**src/rtl/stall_sched_l1_l9_if.sv**
```systemverilog
// Status and clock-gate control bundle between the L1..L9 layers and the stall scheduler.
// master drives layer status and observes gate controls; slave is the scheduler side.
interface stall_sched_l1_l9_if #(
   parameter int NUM_LAYERS = 9
);
   logic [NUM_LAYERS-1:0] in_empty;
   logic [NUM_LAYERS-1:0] out_full;
   logic                  halt;
   logic [NUM_LAYERS-1:0] clk_en;
   logic [NUM_LAYERS-1:0] clk_dis;
   logic [NUM_LAYERS-1:0] stalled;

   modport master (
      output in_empty,
      output out_full,
      output halt,
      input  clk_en,
      input  clk_dis,
      input  stalled
   );

   modport slave (
      input  in_empty,
      input  out_full,
      input  halt,
      output clk_en,
      output clk_dis,
      output stalled
   );
endinterface

```
**src/rtl/stall_sched_l1_l9.sv**
```systemverilog
// Central stall scheduler: per-layer stop/restart FSMs with a minimum off time and a
// round-robin restart arbiter that grants at most one clk_en pulse per cycle.
//
//   state    | meaning
//   ---------+-----------------------------------------------------------
//   ST_RUN   | layer clock running; any stall request stops it
//   ST_HOLD  | layer stopped, minimum stall counter still draining
//   ST_READY | layer stopped, requests restart while no stall is pending
module stall_sched_l1_l9 #(
   parameter  int NUM_LAYERS = 9,
   parameter  int MIN_STALL  = 4,
   localparam int CW         = $clog2(MIN_STALL + 1),
   localparam int PW         = (NUM_LAYERS > 1) ? $clog2(NUM_LAYERS) : 1
) (
   input  logic                clk,
   input  logic                rst,
   stall_sched_l1_l9_if.slave  bus
);

   typedef enum logic [1:0] {
      ST_RUN   = 2'd0,
      ST_HOLD  = 2'd1,
      ST_READY = 2'd2
   } state_t;

   state_t                state_q [NUM_LAYERS];
   state_t                state_d [NUM_LAYERS];
   logic [CW-1:0]         cnt_q   [NUM_LAYERS];
   logic [CW-1:0]         cnt_d   [NUM_LAYERS];
   logic [PW-1:0]         ptr_q;
   logic [PW-1:0]         ptr_d;
   logic [NUM_LAYERS-1:0] clk_en_q;
   logic [NUM_LAYERS-1:0] clk_en_d;
   logic [NUM_LAYERS-1:0] clk_dis_q;
   logic [NUM_LAYERS-1:0] clk_dis_d;
   logic [NUM_LAYERS-1:0] stalled_q;
   logic [NUM_LAYERS-1:0] stalled_d;

   logic [NUM_LAYERS-1:0] stall_req;
   logic [NUM_LAYERS-1:0] req;
   logic [NUM_LAYERS-1:0] gnt;
   logic [PW-1:0]         arb_idx;
   logic                  arb_found;

   assign stall_req = bus.in_empty | bus.out_full | {NUM_LAYERS{bus.halt}};

   // A stall condition in the grant cycle drops req, so the grant is blocked.
   always_comb begin
      req = '0;
      for (int i = 0; i < NUM_LAYERS; i++) begin
         req[i] = (state_q[i] == ST_READY) && !stall_req[i];
      end
   end

   always_comb begin
      gnt       = '0;
      ptr_d     = ptr_q;
      arb_idx   = '0;
      arb_found = 1'b0;
      for (int k = 0; k < NUM_LAYERS; k++) begin
         arb_idx = PW'((int'(ptr_q) + k) % NUM_LAYERS);
         if (!arb_found && req[arb_idx]) begin
            gnt[arb_idx] = 1'b1;
            arb_found    = 1'b1;
            ptr_d        = PW'((int'(arb_idx) + 1) % NUM_LAYERS);
         end
      end
   end

   always_comb begin
      clk_en_d  = '0;
      clk_dis_d = '0;
      stalled_d = '0;
      for (int i = 0; i < NUM_LAYERS; i++) begin
         state_d[i] = state_q[i];
         cnt_d[i]   = cnt_q[i];
         case (state_q[i])
            ST_RUN: begin
               if (stall_req[i]) begin
                  clk_dis_d[i] = 1'b1;
                  cnt_d[i]     = CW'(MIN_STALL - 1);
                  state_d[i]   = ST_HOLD;
               end
            end
            ST_HOLD: begin
               if (cnt_q[i] != '0) begin
                  cnt_d[i] = cnt_q[i] - CW'(1);
               end else begin
                  state_d[i] = ST_READY;
               end
            end
            ST_READY: begin
               if (gnt[i]) begin
                  clk_en_d[i] = 1'b1;
                  state_d[i]  = ST_RUN;
               end
            end
            default: begin
               state_d[i] = ST_RUN;
            end
         endcase
         // Stays high through the clk_en cycle even though the FSM is back in RUN.
         stalled_d[i] = (state_d[i] != ST_RUN) || clk_en_d[i];
      end
   end

   always_ff @(posedge clk or negedge rst) begin
      if (!rst) begin
         for (int i = 0; i < NUM_LAYERS; i++) begin
            state_q[i] <= ST_RUN;
            cnt_q[i]   <= '0;
         end
         ptr_q     <= '0;
         clk_en_q  <= '0;
         clk_dis_q <= '0;
         stalled_q <= '0;
      end else begin
         for (int i = 0; i < NUM_LAYERS; i++) begin
            state_q[i] <= state_d[i];
            cnt_q[i]   <= cnt_d[i];
         end
         ptr_q     <= ptr_d;
         clk_en_q  <= clk_en_d;
         clk_dis_q <= clk_dis_d;
         stalled_q <= stalled_d;
      end
   end

   assign bus.clk_en  = clk_en_q;
   assign bus.clk_dis = clk_dis_q;
   assign bus.stalled = stalled_q;

endmodule

```
**src/flat_wrapper.sv**
```systemverilog
// flat-port wrapper written by rule: the top's interface ports become plain ports
module stall_sched_l1_l9_flat 
#(
   parameter  int NUM_LAYERS = 9,
   parameter  int MIN_STALL  = 4,
   localparam int CW         = $clog2(MIN_STALL + 1),
   localparam int PW         = (NUM_LAYERS > 1) ? $clog2(NUM_LAYERS) : 1
)
  (clk, rst, bus_in_empty, bus_out_full, bus_halt, bus_clk_en, bus_clk_dis, bus_stalled);
  stall_sched_l1_l9_if #(.NUM_LAYERS(NUM_LAYERS)) bus_i ();
  input  logic clk;
  input  logic rst;
  input wire logic [$bits(bus_i.in_empty)-1:0] bus_in_empty;
  input wire logic [$bits(bus_i.out_full)-1:0] bus_out_full;
  input wire logic [$bits(bus_i.halt)-1:0] bus_halt;
  output wire logic [$bits(bus_i.clk_en)-1:0] bus_clk_en;
  output wire logic [$bits(bus_i.clk_dis)-1:0] bus_clk_dis;
  output wire logic [$bits(bus_i.stalled)-1:0] bus_stalled;
  assign bus_i.in_empty = bus_in_empty;
  assign bus_i.out_full = bus_out_full;
  assign bus_i.halt = bus_halt;
  assign bus_clk_en = bus_i.clk_en;
  assign bus_clk_dis = bus_i.clk_dis;
  assign bus_stalled = bus_i.stalled;
  stall_sched_l1_l9 #(.NUM_LAYERS(NUM_LAYERS), .MIN_STALL(MIN_STALL)) u_core (.clk(clk), .rst(rst), .bus(bus_i));
endmodule
```
**config.mk**
```make
export PLATFORM = sky130hd
export DESIGN_NAME = stall_sched_l1_l9_flat
export DESIGN_NICKNAME = d
export VERILOG_FILES = /design/src/rtl/stall_sched_l1_l9_if.sv /design/src/rtl/stall_sched_l1_l9.sv /design/src/flat_wrapper.sv
export SDC_FILE = /design/constraint.sdc
export NUM_CORES = 1
export LEC_CHECK = 0
export CORE_MARGIN = 2
export CORE_UTILIZATION = 38
export CTS_CLUSTER_DIAMETER = 50
export DETAILED_ROUTE_END_ITERATION = 16
export GPL_TIMING_DRIVEN = 1
export HOLD_SLACK_MARGIN = 0.06
export PLACE_DENSITY = 0.53
export SYNTH_ARGS = -nofsm -noshare
export SYNTH_HDL_FRONTEND = slang
export SYNTH_SLANG_ARGS = --single-unit
```
**constraint.sdc**
```tcl
create_clock -name clk -period 12.8 [get_ports clk]
set_input_delay 2.56 -clock clk [delete_from_list [all_inputs] [get_ports clk]]
set_output_delay 2.56 -clock clk [all_outputs]
set_load 0.01 [all_outputs]
```
## Word level (Yosys, flattened, before mapping)

Cells that the tools add are included.

- Register bits after elaboration: 76
- Memory bits (read-only): 0
- Output and inout bits: 27
- Memory bits (writable): 0
- Memories kept: 0
- Latch bits: 0

- Reduce and logical (&&, ||, !) cells: 98
- Shift-type cells: 0
- Equal/unequal tests: 36
- Bitwise gates (word level): 10
- Div/mod/pow operators: 18
- $add $sub $neg: 26
- $lt $le $gt $ge: 18
- Muxes and demuxes: 161
- Multiply operators: 0

Operators with widths:

| kind | count |
|---|---|
| $mod A32 B5 Y32 const B | 17 |
| $or A9 B9 Y9 | 10 |
| $mux W9 | 9 |
| $mux W1 | 62 |
| $mux W2 | 27 |
| $mux W3 | 18 |
| $pmux W2 S3 | 9 |
| $pmux W3 S2 | 9 |
| $add A4 B1 Y5 const B | 10 |
| $lt A4 B5 Y1 const B | 9 |
| $bmux W1 S4 | 9 |
| $demux W1 S4 | 9 |
| $ge A4 B1 Y1 const B | 9 |
| $mux W4 | 9 |
| $ne A2 B1 Y1 const B | 18 |
| $reduce_bool A2 Y1 | 18 |
| $mod A5 B5 Y32 const B | 1 |
| $reduce_and A3 Y1 | 9 |
| $reduce_bool A3 Y1 | 9 |
| $sub A3 B1 Y3 const B | 9 |
| $logic_and A1 B1 Y1 | 26 |
| $add A4 B3 Y5 const B | 4 |
| $eq A2 B1 Y1 const B | 9 |
| $eq A2 B2 Y1 const B | 9 |
| other kinds (6) | 39 |

## Logic depth before layout (Yosys ltp)

Gate-level depths: netlist of run 1.

- Word-level depth: 35
- Depth in mapped cells: 35
- Mapped depth without buffers: 25

## Worst setup path before layout of run 1

No wires, ideal clock.

- Kind: reg-to-reg
- Start: reg u_core.ptr_q[0]
- End: reg u_core.ptr_q[2]
- Arrival time: 7.854 ns
- Clock period less this slack: 7.979 ns
- Stages on the path, launching flop included: 34
- Buffers on the path: 10
- Slack: 4.821 ns
- Library setup time: 0.125 ns
- Cells stage by stage: dfrtp_1 > buf_2 > buf_4 > buf_2 > buf_1 > clkbuf_1 > buf_1 > clkbuf_1 > clkbuf_1 > inv_1 > ha_1 > xnor2_1 > inv_1 > ha_1 > nor3_1 > a21o_1 > xnor2_1 > inv_1 > ha_1 > nor2b_1 > a221oi_1 > or2_2 > buf_2 > nand2_1 > o2bb2ai_1 > o32a_1 > a2111oi_4 > or3b_1 > buf_4 > o211a_1 > a21o_1 > ha_1 > xnor2_1 > o21ai_1

- Longest elaborated chain between the ends: 28
- Elaborated cells between the ends (all ways): 87

Ends and longest elaborated chain:

| what | line | text |
|---|---|---|
| start, declared | stall_sched_l1_l9.sv:30 | `logic [PW-1:0] ptr_q;` |
| start signal, assigned | stall_sched_l1_l9.sv:122 | `ptr_q <= ptr_d;` |
| branches (longest 28 deep; another with $mod A32 B5 Y32) | - |  |

Several ways; the timed one is not identified. The select of a mux whose other input is x is not followed.
A chain may end at the register's enable or synchronous reset.

## Final worst setup path of run 1

- Start: reg u_core.ptr_q[1]
- End: reg u_core.ptr_q[2]

The elaborated chain is that of the path after synthesis.

==> metrics.txt, run 1 <==
post-CTS setup buffers 0; Post-CTS Resized 0; max-slew violation count 0; die footprint 0.0259 sq mm; Yosys Warn Count 0; final hold violations 0; Seq/Total Area, Yosys 0.203; Post-Layout Cell Count 1,524; Post-synth EDFFs 0; Clock Sinks 76; cell area after synthesis approximately 0.0094 sq mm; Finished Core Util 0.429; Global Route Usage Sum 0.237; CTS tree done; Die Height 161 microns; vias 9,158; largest net degree at the start of global routing 68; hold endpoint u_core.cnt_q[15]; Crit Path Max Fanout 22; Hold Path Depth 1; reg2reg start u_core.ptr_q[1]; 1st-pass router iterations 6; initial core utilization 0.387; GR Overflow Total 0; met3 global-route usage 0.0419; drc violations 0; status finished clean; first-pass GRT wire length between 40 and 50 mm; final WL a little over 30 mm; crit path max-delay cell type o2bb2ai_1; Top Ports 48; CTS buffer count 9; CTS max path bufs 2; Synth cell types 104; #FFs+latches synth 76; # nets final 1,285; Crit path top cell by count ha_1; Most Used Layer, Global Route met2; share of cells above drive strength 1 0.0983; mean number of vias per cell 6.01; Critical Path Max Stage Delay between 0.8 and 0.9 ns; Worst EP arrival 8.37 ns; initial antenna violation count 0; ANT nets after route 0; Slew @ Worst Pin between 1 and 1.5 ns; die width about 160 microns; HPWL after DPL 23.8 mm; placed insts 1,508; GPL Wtd Cong 0.987; Placed Area roughly 0.01 sq mm; Design Area, Final 0.0104 sq mm; CP startpoint kind register; critical path required time 13.01 ns; initial detailed-routing violation count 833; number of global-route vias before repair 8,633; GRT met1 Usage 0.328; DR WL/cell 20.3 microns; Worst Hold Class register to register; clock-pin slew on the worst setup and hold paths approximately 0.06 ns; main flop type after synthesis dfrtp_1; fin crit period 8.16 ns; antenna cells 0; Worst Reg-to-Reg Cells 25; Slew HR 0.207; Clock H-tree levels 3; # setup viols final 0; FFs w/ async S/R, synth 1.00; Final Skew 0.00977 ns; Reg2Reg Setup Slack approximately 4.6 ns; GRT met2 Usage 0.371; Final Cycle Share 0.637; root buf cell clkbuf_16; fmax 123 MHz; fill count 2,474; Synth-to-Final Area Change 10.9%; MaxCap Viol Count 0; Mapped Avg Cell Area 7.92 sq um; clk_lat worst skew 0.34 ns; min-delay src u_core.cnt_q[15]; port bufs 47; Post-Syn Instances between 1,000 and 1,500; RSZ-0062 raised after global routing false; Post-Syn Nets 1,273; Placeable Area 0.0242 sq mm; TNS Setup 0 ns; Std-Cell Rows 57; CTS Hold Bufs 0; capturing point of the worst reg2reg path u_core.ptr_q[2]; Critical Path Sink Type register; Crit Path Category register to register
cell families after synthesis:
kind of cell | share of synthesized area
AO/OA/AOI/OAI | 0.259
XOR/XNOR | 0.0463
adder cells (fa/ha/maj) | 0.0921
buffers and inverters | 0.0614
flip-flops | 0.203
multiplexers | 0.0888
AND/OR/NAND/NOR | 0.249
critical path: cells and delay by family, from the launching register on:
kind                       cells  cell delay [ns]
DFF                            1             0.33
and+or+nand+nor                6             1.73
buffers and inverters          4             1.19
xor gates and xnor gates       2             0.52
AOI/OAI and AO/OA              9             2.62
adders and majority gates      4             1.60
cell usage in the layout, fill, tap and decap left out, types with 13 or more instances in the layout:
cell             instances
nor2_1                  99
nand2_1                 92
inv_1                   79
a21oi_1                 76
dfrtp_1                 75
ha_1                    69
nor3_1                  55
nand3_1                 48
o21ai_0                 48
clkdlybuf4s50_1         46
nand2b_1                40
xnor2_1                 39
mux2i_1                 24
o211ai_1                23
nor2b_1                 21
a211oi_1                19
mux2_2                  18
or2_2                   16
mux4_2                  16
o32ai_1                 14
and2_1                  13
worst max-delay path by stage:
| stage | startpoint | endpoint | slack, ns | cells past startpoint |
|---|---|---|---|---|
| global placement | u_core.ptr_q[1] | u_core.ptr_q[2] | 4.83 | 25 |
| global route | u_core.ptr_q[1] | u_core.ptr_q[2] | 4.15 | 25 |
| CTS | u_core.ptr_q[1] | u_core.ptr_q[2] | 4.77 | 25 |
| floorplan | u_core.ptr_q[0] | u_core.ptr_q[2] | 4.82 | 33 |
| detailed placement | bus_halt | u_core.ptr_q[1] | 4.76 | 15 |
| finish | u_core.ptr_q[1] | u_core.ptr_q[2] | 4.64 | 25 |
Yosys cell counts, types with 5 or more instances:
cell,n,share of area
mux4_2,16,0.038
a31oi_1,7,0.0047
xnor2_1,39,0.036
ha_1,69,0.092
nand2_1,92,0.037
o22ai_1,5,0.0033
a41oi_1,6,0.0056
nand2b_1,40,0.027
dfrtp_1,76,0.20
clkbuf_1,29,0.012
o31ai_1,6,0.0048
mux2_2,18,0.022
buf_1,5,0.0020
o211a_1,7,0.0075
o21ai_1,5,0.0027
nand4b_1,5,0.0047
mux2i_1,24,0.026
nand3_1,48,0.026
nor3_1,55,0.029
buf_2,13,0.0069
or3_1,8,0.0053
a21o_1,11,0.0088
a211o_1,5,0.0047
o21a_1,6,0.0048
and2_1,13,0.0087
inv_1,79,0.032
a221oi_1,5,0.0047
a21oi_1,76,0.041
a22oi_1,8,0.0064
o211ai_1,23,0.018
or2_2,16,0.011
a21boi_0,5,0.0040
buf_4,8,0.0064
o32ai_1,14,0.013
and3_1,9,0.0060
a211oi_1,19,0.015
nor4_1,9,0.0060
a222oi_1,6,0.0064
nand3b_1,7,0.0056
xor2_1,5,0.0047
nor2_1,99,0.040
nor2b_1,21,0.014
o21ai_0,48,0.026
nand4_1,11,0.0073
final cells by class:
class,count,area (sq um),share of cell area
timing repair buffer,57,543,0.0523
sequential,76,1900,0.183
clock inverter,6,93.8,0.00903
clock buffer,10,239,0.0230
tap,324,405,0.0390
inverter,83,312,0.0300
multi-input combinational,968,6900,0.664
through the flow:
stage	hold slack, ns	setup slack (ns)
global route	0.481	4.15
finish	0.462	4.64
detailed placement	0.457	4.76
global placement	0.454	4.83
CTS	0.468	4.77
floorplan	0.440	4.82
registers in the layout (all words and copies together), names as in the netlist:
| name | flops |
|---|---|
| u_core.bus.clk_en | 9 |
| u_core.state_q | 18 |
| u_core.ptr_q | 4 |
| u_core.cnt_q | 27 |
| u_core.bus.clk_dis | 9 |
| u_core.bus.stalled | 9 |
per-layer routing:
layer / routed length, microns / part of all wire
met4: 1100 / 0.035
met1: 14200 / 0.46
met5: 0 / 0
met2: 13800 / 0.45
met3: 1870 / 0.060
Power of run 1 is not shown: default switching activity piles up to over one toggle a cycle in this logic, so the estimate is an artifact.
==> run 2, diff against run 1 <==
==> constraint.sdc (replaced) <==
create_clock -name clk -period 7.55 [get_ports clk]
set_input_delay 1.51 -clock clk [delete_from_list [all_inputs] [get_ports clk]]
set_output_delay 1.51 -clock clk [all_outputs]
set_load 0.01 [all_outputs]
==> run 2 against run 1 <==
Compared with the run above:
- via count grew 1.3%
- clock skew grew 0.0012 ns
- worst hold slack gained 0.0033 ns
==> metrics.txt, run 2 (same netlist as run 1, synthesis figures left out) <==
final WL 32.3 mm; most flop-heavy register u_core.cnt_q; CTS tree done; # nets final 1,303; die footprint 0.0259 sq mm; Finished Core Util 0.432; Worst Hold Class register to register; drc violations 0; status finished clean; Buf+Inv Stages, Crit Path 3; final hold violations 0; ANT nets after route 0; fmax 144 MHz; antenna cells 0; Post-CTS Resized 0; Slew @ Worst Pin 0.866 ns; CP startpoint kind register; CTS buffer count 9; GR Overflow Total 0; share of cells above drive strength 1 0.112; Final Cycle Share 0.922; MaxCap Viol Count 0; RSZ-0062 raised after global routing false; root buf cell clkbuf_16; area of the multi-input gates 0.00690 sq mm; clk_lat worst skew 0.35 ns; # setup viols final 0; HPWL after DPL 25.2 mm; Hold Path Depth 1; initial detailed-routing violation count 924; vias 9,278; max FFs per register 27; Global Route Usage Sum 0.246; Critical Path Sink Type register; number of global-route vias before repair 8,609; 1st-pass router iterations 7; Die Height ~160 microns; register area 0.00190 sq mm; Crit path top cell by count ha_1; Slew HR 0.415; TNS Setup 0 ns; Top Ports 48; first-pass GRT wire length 49.5 mm; Critical Path Max Stage Delay about 0.75 ns; post-CTS setup buffers 0; fill count approximately 2,500; Clock H-tree levels 3; initial antenna violation count 0; largest net degree at the start of global routing 68; most frequent cells in the layout nor2_1, nand2_1, inv_1; largest registers u_core.cnt_q (27), u_core.state_q (18); Clock Sinks 76; worst slack, placed 0.639 ns; Final Skew 0.0109 ns; Crit Path Category register to register; max-slew violation count 0; cell family with most CP delay compound AO/OA/AOI/OAI gates; Crit Path Max Fanout 12; Synth-to-Final Area Change 11.9%; clock-pin slew on the worst setup and hold paths 0.07 ns; port bufs 47; Std-Cell Rows between 50 and 60; crit path max-delay cell type a2111oi_4; DR WL/cell 21.0 microns; GPL Wtd Cong 0.984; Worst EP arrival 7.22 ns; Placeable Area 0.0242 sq mm; CTS Hold Bufs 0; fin crit period 6.96 ns; CTS max path bufs 2; die width 161 microns; critical path required time 7.81 ns; commonest non-fill, non-tap cell in the layout nor2_1; Setup WS post-layout 0.592 ns; initial core utilization 0.387; mean number of vias per cell 6.02; Crit. path cell count 25; Worst Reg-to-Reg Cells 25
-- run 2: cell count changes in the layout (fill, tap and decap cells not counted), sizes merged --
cell and delta:
clkbuf -1, inv +2, clkinvlp +1, buf +18, bufinv -2
-- run 2: path summary, 6_finish.rpt --
path / start / end / slack (ns)
worst max register to register: u_core.ptr_q[0] / u_core.ptr_q[2] / 0.59
min in group asynchronous: rst / u_core.cnt_q[25] / 0.99
worst min register to register: u_core.cnt_q[0] / u_core.cnt_q[0] / 0.47
worst max-delay path: u_core.ptr_q[0] / u_core.ptr_q[2] / 0.59
max in group asynchronous: rst / u_core.state_q[1] / 5.45
worst min-delay path: u_core.cnt_q[0] / u_core.cnt_q[0] / 0.47
-- run 2: final cells by class --
type	count	share of cell area
well taps	324	0.0387
clock buffers	9	0.0215
clock inverters	7	0.00549
inverters	83	0.0297
flip-flops and latches	76	0.182
multi-input cells	968	0.658
repair buffers	75	0.0647
-- run 2: stage by stage --
step	instances	hold WS (ns)	area [sq um]
detailed placement	1526	0.457	10200
finish	1542	0.466	10500
global route	1542	0.474	10500
global placement	1526	0.453	10200
CTS	1542	0.466	10500
floorplan	1183	0.440	9390
-- run 2: layer usage --
layer,vias to the layer above,GRT usage,part of all wire
met1,4439,0.335,0.45
met4,0,0.101,0.038
met3,67,0.0406,0.060
met2,346,0.388,0.45
met5,-,0,0
li1,4426,-,-
-- run 2: worst reg2reg max path: cells and delay by family, from the launching register on --
kind | cells | cell delay, ns
AO/OA/AOI/OAI | 8 | 2.48
buffers and inverters | 3 | 0.68
XOR/XNOR | 3 | 0.53
AND/OR/NAND/NOR | 7 | 1.75
flip-flops | 1 | 0.41
adder cells (fa/ha/maj) | 4 | 1.03
Power of run 2 is left out for the same reason.
==> run 3, diff against run 2 <==
--- a/config.mk
+++ b/config.mk
@@ -9,8 +9,9 @@
 export CORE_UTILIZATION = 38
 export CTS_CLUSTER_DIAMETER = 50
 export DETAILED_ROUTE_END_ITERATION = 16
-export GPL_TIMING_DRIVEN = 1
+export GPL_TIMING_DRIVEN = 0
 export HOLD_SLACK_MARGIN = 0.06
+export MAX_ROUTING_LAYER = met4
 export PLACE_DENSITY = 0.53
 export SYNTH_ARGS = -nofsm -noshare
 export SYNTH_HDL_FRONTEND = slang
==> run 3 against run 2 <==
Compared with the run above:
- register-to-register slack lost 0.36 ns
- highest routed layer unchanged
- flip-flop and latch count is the same
- sequential share of layout area shrank 0.92 points
- via count grew 4.1%
- wire length grew 5.4%
- count of clock-buffer cells in the layout is the same
- design area grew 5.4%
- cell count grew 3.1%
==> metrics.txt, run 3 (same netlist as run 1, synthesis figures left out) <==
Slew @ Worst Pin about 1.1 ns; vias 9,656; Placed Area 0.0103 sq mm; Std-Cell Rows 57; GPL Wtd Cong around 0.95; root buf cell clkbuf_16; most flop-heavy register u_core.cnt_q; CTS max path bufs 2; clk_lat worst skew 0.35 ns; final hold violations 0; HPWL after DPL about 26 mm; max-slew violation count 0; Final Cycle Share 0.969; Crit Path Max Fanout 19; Synth-to-Final Area Change 17.8%; share of cells above drive strength 1 0.140; drc violations 0; Worst EP arrival 7.54 ns; Critical Path Max Stage Delay 0.52 ns; CTS buffer count 9; first-pass GRT wire length 52.2 mm; die width 161 microns; Final Skew 0.00850 ns; MaxCap Viol Count 0; CP startpoint kind register; Post-Layout Cell Count 1,590; final WL roughly 34 mm; critical path required time 7.77 ns; port bufs between 40 and 50; Finished Core Util 0.456; placed insts 1,556; Clock Sinks 76; CTS tree done; Design Area, Final 0.0110 sq mm; Crit Path Category register to register; antenna cells 0; fmax 137 MHz; largest net degree at the start of global routing between 60 and 70; DR WL/cell 21.4 microns; max FFs per register 27; GR Overflow Total 0; initial core utilization 0.387; fill count approximately 2,400; largest registers u_core.cnt_q (27), u_core.state_q (18); Clock H-tree levels 3; Slew HR 0.237; number of global-route vias before repair 9,010; clock-pin slew on the worst setup and hold paths 0.06 ns; Hold WS 0.460 ns; Die Height approximately 160 microns; initial antenna violation count 0; Crit path top cell by count clkbuf_8; Placeable Area 0.0242 sq mm; Critical Path Sink Type register; Top Ports 48; crit path max-delay cell type or4_1; fin crit period 7.32 ns; die footprint 0.0259 sq mm; Worst Hold Class register to register; 1st-pass router iterations 7; commonest non-fill, non-tap cell in the layout nor2_1; initial detailed-routing violation count about 1,000; Global Route Usage Sum 0.267; # nets final ~1,400; ANT nets after route 0; status finished clean; # setup viols final 0; most frequent cells in the layout nor2_1, nand2_1, inv_1; mean number of vias per cell 6.07
run 3: changes by cell type in the layout (fill, tap and decap cells not counted), moves of 3 or more:
cell,change
buf_1,+3
buf_2,+10
buf_6,+5
clkbuf_1,+23
clkbuf_8,+3
ha_1,-3
xnor2_1,-3
xnor2_4,+3
run 3: through the flow:
stage	setup slack [ns]	TNS, ns
3_3_place_gp	-2.54	-48.68
6_report	0.234	0
5_1_grt	-0.00786	-0.00786
4_1_cts	0.00897	0
2_1_floorplan	0.0641	0
3_5_place_dp	-2.55	-48.36
run 3: path summary, 6_finish.rpt:
kind	end	from	cells after the start	slack, ns
max	u_core.ptr_q[2]	u_core.ptr_q[0]	31	0.23
max reg2reg	u_core.ptr_q[2]	u_core.ptr_q[0]	31	0.23
max in group asynchronous	u_core.ptr_q[0]	rst	2	5.96
min in group asynchronous	u_core.bus.stalled[0]	rst	1	0.99
min	u_core.state_q[7]	u_core.cnt_q[11]	1	0.46
min reg2reg	u_core.state_q[7]	u_core.cnt_q[11]	1	0.46
run 3: layer usage:
metal,vias up,GRT usage,routed length (microns)
met2,399,0.420,15400
met4,0,0.0832,1010
met3,73,0.0478,2490
met5,-,-,0
li1,4523,-,-
met1,4661,0.349,15100
run 3: repair_timing:
| item | CTS | global route |
|---|---|---|
| pin swaps | 5 | 10 |
| hold buffers | 0 | 0 |
| endpoints found under the setup margin | 22 | 22 |
| gates resized for setup | 40 | 19 |
| setup buffers | 5 | 16 |
run 3: final cells by class:
type	instances	area, sq um	share of cell area
multi-input cells	968	7090	0.642
flip-flops and latches	76	1900	0.172
repair buffers	70	673	0.0609
well taps	324	405	0.0367
plain buffers	53	328	0.0297
inverters	83	315	0.0285
clock buffers	9	225	0.0204
clock inverters	7	106	0.00963
run 3: critical path, delay by kind of cell (launching register included):
family	cells	cell delay, ns
adders and majority gates	3	0.77
DFF	1	0.43
xor gates and xnor gates	1	0.15
AOI/OAI and AO/OA	8	1.42
and+or+nand+nor	6	1.84
buffers and inverters	13	2.53
Power of run 3 is left out for the same reason.
